[config.mk]
export PLATFORM = sky130hd
export DESIGN_NAME = piso_shift_reg
export DESIGN_NICKNAME = d
export VERILOG_FILES = /design/src/rtl/piso_pkg.sv /design/src/rtl/piso_shift_reg_core.sv /design/src/rtl/piso_shift_reg.sv
export SDC_FILE = /design/constraint.sdc
export NUM_CORES = 1
export LEC_CHECK = 0
export ABC_AREA = 1
export CAP_MARGIN = 20
export CORE_AREA = 2 2 39 41
export CTS_CLUSTER_SIZE = 12
export DETAILED_ROUTE_END_ITERATION = 12
export DIE_AREA = 0 0 41 43
export PLACE_DENSITY = 0.36
export SLEW_MARGIN = 15
export SYNTH_ARGS = -nofsm -noshare
export SYNTH_HDL_FRONTEND = slang
export SYNTH_SLANG_ARGS = --single-unit
export TNS_END_PERCENT = 50
[constraint.sdc]
create_clock -name clk -period 0.8 [get_ports clk]
set_input_delay 0.16 -clock clk [delete_from_list [all_inputs] [get_ports clk]]
set_output_delay 0.16 -clock clk [all_outputs]
set_load 0.005 [all_outputs]
[src/rtl/piso_pkg.sv]
// Shared definitions for the parallel-in/serial-out shifter.
// Imported by the core and the top.
package piso_pkg;

  localparam int PISO_WIDTH_DEFAULT = 4;

endpackage

[src/rtl/piso_shift_reg_core.sv]
// Shift register core: parallel load, left shift, zero fill.
// Written to be reusable for a SIPO variant.
module shift_reg_core
  import piso_pkg::*;
#(
  parameter int WIDTH = PISO_WIDTH_DEFAULT
) (
  input  logic             clk,
  input  logic             rst_n_i,
  input  logic             load_i,
  input  logic [WIDTH-1:0] d_i,
  output logic [WIDTH-1:0] q_o
);

  logic [WIDTH-1:0] sr_q;
  logic [WIDTH-1:0] sr_d;

  always_comb begin
    sr_d = {sr_q[WIDTH-2:0], 1'b0};
    if (load_i) begin
      sr_d = d_i;
    end
  end

  always_ff @(posedge clk) begin
    if (!rst_n_i) begin
      sr_q <= '0;
    end else begin
      sr_q <= sr_d;
    end
  end

  assign q_o = sr_q;

endmodule

[src/rtl/piso_shift_reg.sv]
// Parallel-in/serial-out shift register, MSB first.
// A load mid-word replaces the contents immediately.
module piso_shift_reg
  import piso_pkg::*;
#(
  parameter int WIDTH = PISO_WIDTH_DEFAULT
) (
  input  logic             clk,
  input  logic             rst,
  input  logic             load,
  input  logic [WIDTH-1:0] p_in,
  output logic             s_out
);

  if (WIDTH < 2) begin : g_width_chk
    $error("piso_shift_reg: WIDTH must be >= 2");
  end

  logic [WIDTH-1:0] sr;

  shift_reg_core #(
    .WIDTH(WIDTH)
  ) u_core (
    .clk    (clk),
    .rst_n_i(rst),
    .load_i (load),
    .d_i    (p_in),
    .q_o    (sr)
  );

  assign s_out = sr[WIDTH-1];

  // Tracks whether reset has been seen, so the X check is armed only then.
  logic rst_seen_q;
  logic rst_seen_d;

  always_comb begin
    rst_seen_d = rst_seen_q;
    if (!rst) begin
      rst_seen_d = 1'b1;
    end
  end

  always_ff @(posedge clk) begin
    rst_seen_q <= rst_seen_d;
  end

  a_sout_known: assert property (
    @(posedge clk) rst_seen_q |-> !$isunknown(s_out)
  );

endmodule

Yosys cells after proc, flatten, opt, wreduce, memory -nomap -nowiden:

Cells that the tools add are included.

* muxes and demuxes: 1
* reduce and logical (&&, ||, !) cells: 1

Operators by type and width (number)
* 4-bit two-way mux: 1
* 2-bit AND reduction: 1

* flip-flop bits (word level): 4
* output and inout bits: 1

Logic depth before layout (Yosys ltp):

* depth in word-level cells: 1
* gate-level depth with buffers: 4
* depth with buffers taken out: 4

Worst setup path after synthesis:

OpenSTA, ideal clock, no wires.

* kind: reg2reg
* start: register u_core.sr_q[0] (netlist: u_core.q_o[0])
* end: register u_core.sr_q[1] (netlist: u_core.q_o[1])
* setup time: 113 ps
* data arrival time: 386 ps
* data required time: 687 ps
* setup slack: 302 ps
* cell stages (with the launch flop): 3
* path buffers: 0
* period minus slack after synthesis: 498 ps
* cells stage by stage: dfxtp_1 nor2_1 nor2_1

* cells in the longest elaborated chain, start to end: 1

RTL lines
* start: declaration: RTL line piso_shift_reg_core.sv:15 `logic [WIDTH-1:0] sr_q;`
* start signal: assignment: RTL line piso_shift_reg_core.sv:29 `sr_q <= sr_d;`
* 4-bit two-way mux: RTL line piso_shift_reg_core.sv:20 `if (load_i) begin`

No other way between the ends.
A chain may end at the register's enable or synchronous reset.

Final worst setup path:

* start: register u_core.sr_q[3] (netlist: u_core.q_o[3])
* end: output port s_out

RTL lines
* end: declaration: RTL line piso_shift_reg.sv:12 `output logic s_out`

No word-level cell between the ends.

==> summary.txt <==
Status
  • Status: finished clean

Yosys
  • Post-Synthesis Cells: 20
  • Adder-Cell Fraction of Synth Area: 0
  • Post-synthesis xor/xnor area fraction: 0
  • Seq/Total Area, Yosys: 0.5614
  • Mux cell area share after synthesis: 0
  • #FFs+latches synth: 4
  • Mean Syn Cell Area: 7.132 um2
  • Post-synth net total: 27
  • Post-Synth Simple-Gate Area: 0.3596
  • Post-synthesis compound-gate area fraction: 0
  • Ys Warns: 0
  • Number of library cell types mapped by synthesis: 5
  • Synth Cell Area: 142.6 um2
  • Largest family of logic cells by synthesized area: simple AND/OR/NAND/NOR gates

Route
  • ANT nets after route: 0
  • DRT Pass-1 Iters: 4
  • Metal-1 WL: 127 um
  • Met2 WL: 116 um
  • Vias per Instance: 3.283
  • Vias: 151
  • WL final: 320 um
  • Drt wl/cell: 6.957 um
  • DRC: 0
  • DR iter-0 viols: 2
  • Max Used Layer: met3
  • Routed met3 length: 76 um

Timing
  • Final hold slack: 0.4398 ns
  • Unrepaired setup endpoints after global routing: yes
  • Skew final: 0.001295 ns
  • Final period util: 0.9900
  • Tmin final: 0.7920 ns
  • Hold Vio Cnt, Final: 0
  • Worst Max-Slew Pin Slew: 0.2266 ns
  • Slew margin rel.: 0.8489
  • Fmax: 1263 MHz
  • Max-slew violations: 0
  • Setup ws final: 0.008028 ns
  • Final-report setup violation count: 0

Floorplan
  • # IOs: 8
  • Starting Density: 0.1031
  • Core area: 1384 um2
  • Die X: 41 um
  • Die span in y: 43 um
  • # rows: 14
  • Die area: 1763 um2

Clock tree
  • Htree depth: 1
  • Cts repair resizes: 5
  • Cts hold-fix bufs: 0
  • Post-CTS Setup Inserts: 0
  • CTS root buffer: clkbuf_4
  • CTS tree: built
  • Number of buffers created by CTS: 3
  • Clk slew on worst S/H paths: 0.04 ns
  • Clock Latency Late Sink: 0.24 ns
  • CTS Sinks: 4
  • Maximum root-to-sink buffer count: 2

GRT
  • Vias in the first global route: 132
  • Largest net degree at the start of global routing: 8
  • Global-route wire length before repair: 545 um
  • Antenna violations before repair: 0
  • Grt total ovfl: 0
  • GRT Util Overall: 0.05321

Placement
  • Place WS: -0.2582 ns
  • Port Buffers: 7
  • Routability Congestion: 0.6405

Hold path
  • Worst Hold Class: input port to flop

Critical path
  • Arrival time worst endpoint: 0.63 ns
  • Crit Path Class: flop to output port
  • Crit-path max cell delay: 0.28 ns
  • CP Max Fanout: 1
  • CP Launch Type: flop
  • CP cell instances: buf_2
  • Cell family with most CP delay: flip-flops
  • Slowest stage cell on the critical path: dfxtp_1
  • WP buf/inv: 1
  • Critical path required time: 0.64 ns
  • Worst setup EP type: output port

Layout
  • Antenna Cells: 0
  • Share of layout cells above drive strength 1: 0.1333
  • Commonest non-fill, non-tap cells in the layout: 6 x nor2_1, 6 x nand2_1, 5 x clkdlybuf4s50_1
  • Number of flip-flops in the largest register: 4
  • NumNets Final: 39
  • Post-layout util: 0.1799
  • Syn-to-layout area delta: 74.56%

Power and ir drop
  • Maximum VDD drop: 0.8528 mV
  • Leakage: 0.1258 nW
  • PwrDens: 2121 nW/um2
  • Total power: 0.5282 mW

Flow run
  • Max-cap viol count: 0
## cell type report
cell class,count,area [um2]
inverters,3,11.26
well taps,16,20.02
multi-input cells,13,51.30
fillers,159,1135
repair buffers,7,63.81
clock buffers,3,22.52
flip-flops and latches,4,80.08
## worst paths after layout
check | cells after the start | slack (ns) | start | end
setup / recovery | 1 | 0.008 | u_core.q_o[3] | s_out
hold / removal | 3 | 0.44 | load | u_core.q_o[3]
setup reg to reg | 2 | 0.24 | u_core.q_o[0] | u_core.q_o[1]
hold reg to reg | 2 | 0.45 | u_core.q_o[2] | u_core.q_o[3]
## routing by layer
metal	vias to the layer above	GRT usage
met5	-	0
met4	0	0.02000
met3	0	0.07853
met2	12	0.05938
met1	61	0.05145
li1	78	-
## power breakdown
part / internal, mW / switching (mW)
sequential: 0.212 / 0.00281
combinational: 0.0356 / 0.0222
clock: 0.168 / 0.0870
total: 0.416 / 0.112
## per-stage QoR
stage,cells,cell area (um2),setup TNS (ns)
after global placement,43,232.7,-1.025
after global routing,46,249.0,-0.02091
after detailed placement,43,232.7,-1.106
final,46,249.0,0
after CTS,46,249.0,-0.001575
after floorplan,20,142.6,0
## synth_stat cells (all sizes together)
| library cell | instances | area (um2) |
|---|---|---|
| nand2 | 6 | 22.52 |
| nor2 | 6 | 22.52 |
| dfxtp | 4 | 80.08 |
| inv | 3 | 11.26 |
| and3 | 1 | 6.260 |
## logic make-up after synthesis
| kind of cell | count (synthesis) |
|---|---|
| DFF | 4 |
| and+or+nand+nor | 13 |
| buffers and inverters | 3 |
Note: power is estimated with default switching activity, not from simulation.
